<file path="config.mk">
export PLATFORM = sky130hd
export DESIGN_NAME = ps2_host_tx
export DESIGN_NICKNAME = d
export VERILOG_FILES = /design/src/rtl/ps2_pkg.sv /design/src/rtl/ps2_line_sync.sv /design/src/rtl/ps2_host_tx.sv
export SDC_FILE = /design/constraint.sdc
export NUM_CORES = 1
export LEC_CHECK = 0
export BUFFER_PORTS_ARGS = -buffer_cell sky130_fd_sc_hd__buf_2
export CORE_UTILIZATION = 55
export CTS_BUF_LIST = sky130_fd_sc_hd__clkbuf_4
export CTS_CLUSTER_SIZE = 14
export DETAILED_ROUTE_END_ITERATION = 7
export GPL_TIMING_DRIVEN = 0
export PLACE_DENSITY = 0.81
export SYNTH_ARGS = -nofsm -noshare
export SYNTH_HDL_FRONTEND = slang
export SYNTH_SLANG_ARGS = --single-unit
</file>
<file path="constraint.sdc">
create_clock -name Clock -period 2.55 [get_ports Clock]
set_input_delay 0.255 -clock Clock [delete_from_list [all_inputs] [get_ports Clock]]
set_output_delay 0.255 -clock Clock [all_outputs]
set_load 0.01 [all_outputs]
</file>
<file path="src/rtl/ps2_pkg.sv">
// Shared PS/2 definitions: host-transmit FSM states, command bytes and frame helpers.
// Also used by the keyboard receiver that sits on the same line pair.
package ps2_pkg;

    typedef enum logic [2:0] {
        ST_IDLE      = 3'd0,
        ST_INHIBIT   = 3'd1,
        ST_REQ       = 3'd2,
        ST_SHIFT     = 3'd3,
        ST_ACK       = 3'd4,
        ST_WAIT_IDLE = 3'd5
    } ps2_state_e;

    localparam logic [7:0] CMD_SET_LEDS = 8'hED;
    localparam logic [7:0] CMD_ENABLE   = 8'hF4;
    localparam logic [7:0] CMD_RESET    = 8'hFF;
    localparam logic [7:0] RSP_ACK      = 8'hFA;

    localparam int FRAME_BITS = 10;

    // LSB-first frame after the start bit: data, odd parity, stop.
    function automatic logic [FRAME_BITS-1:0] make_frame(input logic [7:0] data);
        return {1'b1, ~^data, data};
    endfunction

    function automatic int max3(input int a, input int b, input int c);
        int m;
        m = (a > b) ? a : b;
        return (m > c) ? m : c;
    endfunction

endpackage

</file>
<file path="src/rtl/ps2_line_sync.sv">
// Two-flop synchronizers for the PS/2 CLK and DATA pins plus CLK falling-edge detect.
// Idle level of both lines is high, so every flop resets to 1.
module ps2_line_sync (
    input  logic clk,
    input  logic rst,
    input  logic ps2_clk,
    input  logic ps2_data,
    output logic clk_sync,
    output logic data_sync,
    output logic clk_fall
);

    logic clk_meta_q, clk_meta_d;
    logic clk_sync_q, clk_sync_d;
    logic clk_prev_q, clk_prev_d;
    logic data_meta_q, data_meta_d;
    logic data_sync_q, data_sync_d;

    always_comb begin
        clk_meta_d  = ps2_clk;
        clk_sync_d  = clk_meta_q;
        clk_prev_d  = clk_sync_q;
        data_meta_d = ps2_data;
        data_sync_d = data_meta_q;
    end

    always_ff @(posedge clk) begin
        if (rst) begin
            clk_meta_q  <= 1'b1;
            clk_sync_q  <= 1'b1;
            clk_prev_q  <= 1'b1;
            data_meta_q <= 1'b1;
            data_sync_q <= 1'b1;
        end else begin
            clk_meta_q  <= clk_meta_d;
            clk_sync_q  <= clk_sync_d;
            clk_prev_q  <= clk_prev_d;
            data_meta_q <= data_meta_d;
            data_sync_q <= data_sync_d;
        end
    end

    assign clk_sync  = clk_sync_q;
    assign data_sync = data_sync_q;
    assign clk_fall  = clk_prev_q & ~clk_sync_q;

endmodule

</file>
<file path="src/rtl/ps2_host_tx.sv">
// PS/2 host-to-device byte transmitter: inhibit, request-to-send, shift on device clock,
// check the device ACK, then wait for bus idle. Lines are driven open-drain via OE pins.
module ps2_host_tx
    import ps2_pkg::*;
#(
    parameter int INHIBIT_CYCLES   = 5000,
    parameter int TIMEOUT_CYCLES   = 750000,
    parameter int IDLE_WAIT_CYCLES = 2500000
) (
    input  logic       Clock,
    input  logic       Reset,
    input  logic       iSend,
    input  logic [7:0] iData,
    input  logic       iPS2_CLK,
    input  logic       iPS2_DATA,
    output logic       oPS2_CLK_OE,
    output logic       oPS2_DATA_OE,
    output logic       oBusy,
    output logic       oDone,
    output logic       oError,
    output logic [2:0] oDbgState
);

    localparam int CNT_W = $clog2(max3(INHIBIT_CYCLES, TIMEOUT_CYCLES, IDLE_WAIT_CYCLES));

    // Request handshake: iSend is a one-cycle valid with no ready. It is accepted only
    // while oBusy is low (IDLE); requests seen while busy are dropped, never queued.

    logic clk_sync, data_sync, clk_fall;

    ps2_line_sync u_sync (
        .clk       (Clock),
        .rst       (Reset),
        .ps2_clk   (iPS2_CLK),
        .ps2_data  (iPS2_DATA),
        .clk_sync  (clk_sync),
        .data_sync (data_sync),
        .clk_fall  (clk_fall)
    );

    ps2_state_e            state_q, state_d;
    logic [FRAME_BITS-1:0] frame_q, frame_d;
    logic [CNT_W-1:0]      cnt_q, cnt_d;
    logic [CNT_W-1:0]      tmo_q, tmo_d;
    logic [3:0]            bit_q, bit_d;
    logic                  clk_oe_q, clk_oe_d;
    logic                  data_oe_q, data_oe_d;
    logic                  busy_q, busy_d;
    logic                  done_q, done_d;
    logic                  error_q, error_d;
    logic                  abort;

    always_comb begin
        state_d   = state_q;
        frame_d   = frame_q;
        cnt_d     = cnt_q;
        tmo_d     = tmo_q;
        bit_d     = bit_q;
        clk_oe_d  = clk_oe_q;
        data_oe_d = data_oe_q;
        busy_d    = busy_q;
        done_d    = 1'b0;
        error_d   = 1'b0;
        abort     = 1'b0;

        case (state_q)
            ST_IDLE: begin
                clk_oe_d  = 1'b0;
                data_oe_d = 1'b0;
                busy_d    = 1'b0;
                if (iSend) begin
                    frame_d = make_frame(iData);
                    cnt_d   = '0;
                    busy_d  = 1'b1;
                    state_d = ST_INHIBIT;
                end
            end
            ST_INHIBIT: begin
                clk_oe_d = 1'b1;
                cnt_d    = cnt_q + CNT_W'(1);
                if (cnt_q == CNT_W'(INHIBIT_CYCLES - 1)) begin
                    data_oe_d = 1'b1;
                    state_d   = ST_REQ;
                end
            end
            ST_REQ: begin
                // Start bit stays asserted on DATA; releasing CLK hands the clock to the device.
                clk_oe_d = 1'b0;
                tmo_d    = '0;
                bit_d    = '0;
                state_d  = ST_SHIFT;
            end
            ST_SHIFT: begin
                tmo_d = tmo_q + CNT_W'(1);
                if (tmo_q == CNT_W'(TIMEOUT_CYCLES - 1)) begin
                    abort = 1'b1;
                end else if (clk_fall) begin
                    data_oe_d = ~frame_q[0];
                    frame_d   = {1'b1, frame_q[FRAME_BITS-1:1]};
                    bit_d     = bit_q + 4'd1;
                    if (bit_q == 4'(FRAME_BITS - 1)) begin
                        state_d = ST_ACK;
                    end
                end
            end
            ST_ACK: begin
                tmo_d = tmo_q + CNT_W'(1);
                if (tmo_q == CNT_W'(TIMEOUT_CYCLES - 1)) begin
                    abort = 1'b1;
                end else if (clk_fall) begin
                    if (!data_sync) begin
                        cnt_d   = '0;
                        state_d = ST_WAIT_IDLE;
                    end else begin
                        abort = 1'b1;
                    end
                end
            end
            ST_WAIT_IDLE: begin
                cnt_d = cnt_q + CNT_W'(1);
                if (clk_sync && data_sync) begin
                    done_d  = 1'b1;
                    busy_d  = 1'b0;
                    state_d = ST_IDLE;
                end else if (cnt_q == CNT_W'(IDLE_WAIT_CYCLES - 1)) begin
                    abort = 1'b1;
                end
            end
            default: begin
                state_d = ST_IDLE;
            end
        endcase

        if (abort) begin
            clk_oe_d  = 1'b0;
            data_oe_d = 1'b0;
            busy_d    = 1'b0;
            error_d   = 1'b1;
            state_d   = ST_IDLE;
        end
    end

    always_ff @(posedge Clock) begin
        if (Reset) begin
            state_q   <= ST_IDLE;
            frame_q   <= '1;
            cnt_q     <= '0;
            tmo_q     <= '0;
            bit_q     <= '0;
            clk_oe_q  <= 1'b0;
            data_oe_q <= 1'b0;
            busy_q    <= 1'b0;
            done_q    <= 1'b0;
            error_q   <= 1'b0;
        end else begin
            state_q   <= state_d;
            frame_q   <= frame_d;
            cnt_q     <= cnt_d;
            tmo_q     <= tmo_d;
            bit_q     <= bit_d;
            clk_oe_q  <= clk_oe_d;
            data_oe_q <= data_oe_d;
            busy_q    <= busy_d;
            done_q    <= done_d;
            error_q   <= error_d;
        end
    end

    assign oPS2_CLK_OE  = clk_oe_q;
    assign oPS2_DATA_OE = data_oe_q;
    assign oBusy        = busy_q;
    assign oDone        = done_q;
    assign oError       = error_q;
    assign oDbgState    = state_q;

endmodule

</file>
# After elaboration in Yosys (flattened, before gate mapping)
# Index checks and enable logic that the tools add are counted.
dict set report word_totals {
  reg_bits 71
  latchBits 0
  mem_bits_rw 0
  mem_bits_ro 0
  input_bits 13
  out_inout_bits 8
  word_cells 101
  n_memories 0
}
dict set report op_classes {
  addsub 3
  multipliers 0
  n_div 0
  magnitude_cmp 0
  n_eq_ne 18
  shifts 0
  n_mux 40
  bitwise_logic 4
  n_reduce_logical 21
}
# operator count
set ops {}
lappend ops {{$mux W22} 4}
lappend ops {{$pmux W22 S3} 1}
lappend ops {{$add A22 B1 Y22 const B} 2}
lappend ops {{$pmux W22 S2} 1}
lappend ops {{$mux W10} 3}
lappend ops {{$mux W3} 9}
lappend ops {{$eq A22 B13 Y1 const B} 1}
lappend ops {{$eq A22 B20 Y1 const B} 1}
lappend ops {{$eq A22 B22 Y1 const B} 1}
lappend ops {{$pmux W10 S2} 1}
lappend ops {{$ne A2 B2 Y1 const B} 9}
lappend ops {{$pmux W3 S6} 1}
lappend ops {{$mux W1} 13}
lappend ops {{$reduce_bool A2 Y1} 5}
lappend ops {{$reduce_or A2 Y1} 5}
lappend ops {{$reduce_and A9 Y1} 1}
lappend ops {{$mux W4} 2}
lappend ops {{$pmux W4 S2} 1}
lappend ops {{$reduce_and A4 Y1} 2}
lappend ops {{$reduce_xnor A8 Y1} 1}
lappend ops {{$eq A3 B2 Y1 const B} 2}
lappend ops {{$eq A3 B3 Y1 const B} 2}
lappend ops {{$pmux W1 S3} 2}
lappend ops {{$reduce_bool A3 Y1} 2}
lappend ops {{other kinds (11)} 14}

# Depth between registers and ports, before layout
dict set report logic_depth {
  word_depth 6
  depth_mapped 8
  ltp_nobuf 6
}

# Cells and area by module
# Synthesis repeated with hierarchy kept, for this count alone.
dict set report unflattened {
  cells_unflattened 471
  area_unflattened_um2 3748.6
}
# mod instances cells_per_inst area_per_inst_um2 seq_area_each_um2
set modules_own_cells {}
lappend modules_own_cells {ps2_host_tx 1 460 3611.0 1301.2}
lappend modules_own_cells {ps2_line_sync 1 11 137.6 100.1}

# Least setup slack after synthesis
# OpenSTA, ideal clock, no wires.
dict set report synth_timing {
  kind {reg2reg}
  from {register tmo_q[0]}
  to {register cnt_q[3]}
  setup_ns 0.089
  arrival_time_ns 2.065
  t_required_ns 2.461
  setup_slack_ns 0.396
  stages_incl_launch_ff 9
  n_path_buf 2
  synth_period_minus_slack_ns 2.154
  cell_sequence {dfxtp_1 -> ha_1 -> nand4_2 -> or4_4 -> buf_6 -> o211ai_4 -> a21oi_4 -> buf_6 -> o32ai_4}
}
dict set report synth_via {
  elab_chain_cells 3
}
# element line_no
set synth_rtl {}
lappend synth_rtl {{from (decl)} ps2_host_tx.sv:44} ;# logic [CNT_W-1:0] tmo_q, tmo_d;
lappend synth_rtl {{from (signal assigned)} ps2_host_tx.sv:159} ;# tmo_q <= tmo_d;
lappend synth_rtl {{$eq A22 B20 Y1} ps2_host_tx.sv:108} ;# if (tmo_q == CNT_W'(TIMEOUT_CYCLES - 1)) begin
lappend synth_rtl {{$ne A2 B2 Y1 (no source line)} n/a}
lappend synth_rtl {{$reduce_and A5 Y1 (no source line)} n/a}
lappend synth_rtl {{to (signal assigned)} ps2_host_tx.sv:158} ;# cnt_q <= cnt_d;
lappend synth_rtl {{to (decl)} ps2_host_tx.sv:43} ;# logic [CNT_W-1:0] cnt_q, cnt_d;
# Every way passes these cells.
# A chain may end at the register's enable or synchronous reset.

# Worst setup path in the final report
dict set report layout_timing {
  from {register tmo_q[1]}
  to {register cnt_q[3]}
}
# The elaborated chain is that of the path after synthesis.

==> summary.md <==
| Metric | Value |
|---|---|
| Worst-case clock skew | `0.0171 ns` |
| HPWL after DPL | `7540 microns` |
| Synth top area share | `35.0%` |
| Multi-input gate area | `2430 sq um` |
| Yosys Warn Count | `0` |
| Utilization of the core after routing | `63.3%` |
| Power density over cell area | `460 nW/um^2` |
| Post-detailed-route via-to-cell ratio | `6.53` |
| Clock slew seen by the registers of the worst setup and hold paths | `0.10 ns` |
| Sequential fraction of the synthesis area | `35.0%` |
| Cell repeated most along the worst path | `sky130_fd_sc_hd__buf_6` |
| Data required time at the worst endpoint | `2.89 ns` |
| Core area | `6910 sq um` |
| Leak Pwr | `0.00142 uW` |
| Clock period minus final worst setup slack | `2.43 ns` |
| Cell type contributing the most total cell area after synthesis | `sky130_fd_sc_hd__dfxtp_1` |
| Pin count of the biggest net entering global routing | `11` |
| DIE WIDTH | `87.3 microns` |
| Final cell count without fillers | `622` |
| Unrepaired setup endpoints after global routing | `false` |
| GRT Residual Overflow | `0` |
| Max Cap Viol | `0` |
| Clock root buffer | `sky130_fd_sc_hd__clkbuf_4` |
| Vias in the first global route | `3,758` |
| Overall power consumption | `2010 uW` |
| Post-route DRC | `0` |
| Setup Viol. Count Final | `0` |
| Critical path launch point type | `register` |
| Worst Path Arrival | `2.77 ns` |
| Final worst-path cycle share | `95.3%` |
| CTS Buffer Depth | `2` |
| Die extent in y | `87.3 microns` |
| Detailed-route via count | `4,060` |
| Routed wire length | `10,600 microns` |
| Primary flip-flop cell chosen by synthesis mapping | `sky130_fd_sc_hd__dfxtp_1` |
| Pin slew with the least headroom to its limit | `0.894 ns` |
| Clock sink count | `70` |
| Maximum fanout along the worst path | `10` |
| Final hold violation count | `0` |
| Type of the most critical hold path | `input pin to register` |
| Antenna-violating nets left | `0` |
| Relative max-transition margin | `39.8%` |
| FMAX | `411 MHz` |
| Footprint of the flip-flops and latches | `1400 sq um` |
| Combined area of all synthesized cells | `4000 sq um` |
| Average wire length per cell after detail routing | `17.0 microns` |
| Count of flip-flops with a built-in enable after synthesis | `0` |
| Detailed router's first-iteration violation count | `407` |
| Clock latency of the later-clocked register in the worst-skew pair | `0.42 ns` |
| Family with the most delay on the worst path | `simple AND/OR/NAND/NOR gates` |
| Max-slew violations | `0` |
| Critical path cell sequence | `ha_1, nand4_2, or4_4, buf_6, o211ai_4, a21oi_4, buf_6, o32ai_4` |
| Clock tree from TritonCTS | `built` |
| Area overhead of the layout relative to synthesis | `9.32%` |
| Total clock buffers created by CTS | `9` |
| First-pass GRT wire length | `17,600 microns` |
| Drt first pass iters | `5` |
| Net count of the finished layout | `540` |
| Number of distinct library cells after synthesis | `71` |
| Number of buffers and inverters on the critical path | `2` |
| # placed instances | `604` |
| Slowest cell delay on critical path | `0.52 ns` |
| Port Buf Inserts | `19` |
| Slowest cell on the critical path | `sky130_fd_sc_hd__or4_4` |
| Global placement routability congestion | `0.968` |
| Register bit count reported by yosys | `70` |
| Type of destination of the critical path | `register` |
| Post-Syn Nets | `507` |
| Number of antenna repair diodes | `0` |
| Proportion of synthesized flip-flops having asynchronous set or reset | `0%` |
| Area of the die | `7620 sq um` |
| Cell row count | `30` |
| Gate count of the mapped netlist | `489` |
| Htree depth | `3` |
| Final hold slack | `0.0175 ns` |
| Cell types occupying the most area after synthesis | `sky130_fd_sc_hd__dfxtp_1 (35%), sky130_fd_sc_hd__nand2_1 (4.3%), sky130_fd_sc_hd__nor2_1 (3.8%), sky130_fd_sc_hd__a21oi_1 (3.5%), sky130_fd_sc_hd__nor3_1 (3.4%)` |
| Max rail drop VDD | `0.363 mV` |
| Run status | `completed` |
| Antenna violations before repair | `0` |
| Share of layout cells above drive strength 1 | `14.4%` |
| Class of the most critical setup path | `register to register` |
| Total routing resource utilization after global routing | `29.3%` |
| Fillers | `641` |
| Number of top-level pins | `21` |
| Accumulated negative setup slack | `0 ns` |
| Mean instance size in the synthesized netlist | `8.18 sq um` |
| Effective utilization at floorplan | `57.9%` |
==> registers in the layout, summed over array words and instances, names as in the netlist, 3 cells and up <==
name and cells:
cnt_q 22, tmo_q 22, frame_q 9, bit_q 4
oDbgState 3
==> layer usage <==
layer / track usage, % / wire length (microns) / share of wire [%]
met1: 38.9 / 4700 / 44
met2: 46.1 / 4880 / 46
met3: 4.64 / 745 / 7.0
met4: 14.9 / 263 / 2.5
met5: 0 / 0 / 0
==> path summary, 6_finish.rpt <==
check        slack (ns)  cells past startpoint                            end                          start
max reg2reg        0.12                      8          cnt_q[3]$_SDFFE_PP0P_          tmo_q[1]$_SDFFE_PP0P_
max                0.12                      8          cnt_q[3]$_SDFFE_PP0P_          tmo_q[1]$_SDFFE_PP0P_
min reg2reg        0.41                      1    u_sync.data_sync$_SDFF_PP1_  u_sync.data_meta_q$_SDFF_PP1_
min                0.02                      2  u_sync.data_meta_q$_SDFF_PP1_                      iPS2_DATA
==> synth_stat cells (all sizes together) (3+ instances only) <==
cell type,instances
mux2i,3
nand2,46
and2,5
a211o,3
ha,5
dfxtp,70
nor3,27
mux2,9
inv,12
a31oi,11
and3,3
nor4,10
o32ai,5
buf,8
or2,6
a21oi,29
or4,6
clkbuf,21
a22oi,4
a211oi,7
o21ai,25
a41oi,3
nand2b,5
nor3b,4
o21ba,3
nor2,40
nand4,21
nand3,24
o211ai,4
a311oi,9
nor2b,6
or3,7
o311ai,5
nand4b,4
o31ai,4
xnor2,7
a221oi,3
==> cell type report <==
type | count | share of cell area, %
buffer | 29 | 2.92
clock buffer | 13 | 2.23
clock inverter | 2 | 0.772
inverter | 12 | 1.03
multi-input combinational | 378 | 55.5
sequential | 70 | 32.1
tap | 96 | 2.75
timing repair buffer | 22 | 2.75
==> cell usage in the layout, fill, tap and decap left out, drive strengths merged, types with 4 or more instances in the layout <==
cell type	count
nor2	40
nor2b	6
a311oi	9
nand2	46
o32ai	5
o211ai	4
nand2b	5
inv	12
or4	6
nor3b	4
a211oi	7
dfxtp	70
o31ai	4
and2	5
nor4	10
or2	6
clkbuf	34
a22oi	4
o311ai	5
nand3	24
xnor2	7
a31oi	11
ha	5
nand4b	4
mux2	9
or3	7
nor3	27
nand4	21
a21oi	29
o21ai	25
buf	29
==> logic make-up (layout without fill, tap and decap cells) <==
kind of cell | count (synthesis) | after routing | synth area share (%)
xor+xnor | 7 | 7 | 1.53
compound gates | 132 | 132 | 24.9
mux | 12 | 12 | 3.28
buf+inv | 41 | 78 | 4.32
flops | 70 | 70 | 35.0
fa+ha+maj | 5 | 5 | 1.56
simple gates | 222 | 222 | 29.4
==> report_power, final <==
part | switching, uW | total (uW) | internal, uW
clock | 385 | 721 | 336
sequential | 11.7 | 1120 | 1110
combinational | 108 | 168 | 59.9
total | 504 | 2010 | 1510
==> per-stage QoR <==
| step | instance area (sq um) | setup WS [ns] |
|---|---|---|
| after global routing | 4370 | 0.00261 |
| after detailed placement | 4220 | 0.124 |
| after CTS | 4360 | 0.0965 |
| final | 4370 | 0.119 |
| after global placement | 4220 | 0.164 |
| after floorplan | 4000 | 0.396 |
==> timing repair <==
item | CTS | global route
hold endpoints to repair | 1 | 0
hold buffers | 1 | 0
endpoints found under the setup margin | 0 | 15
buffers inserted | 0 | 2
gates resized for setup | 0 | 1
No activity file was read; power rests on OpenSTA's default activity.
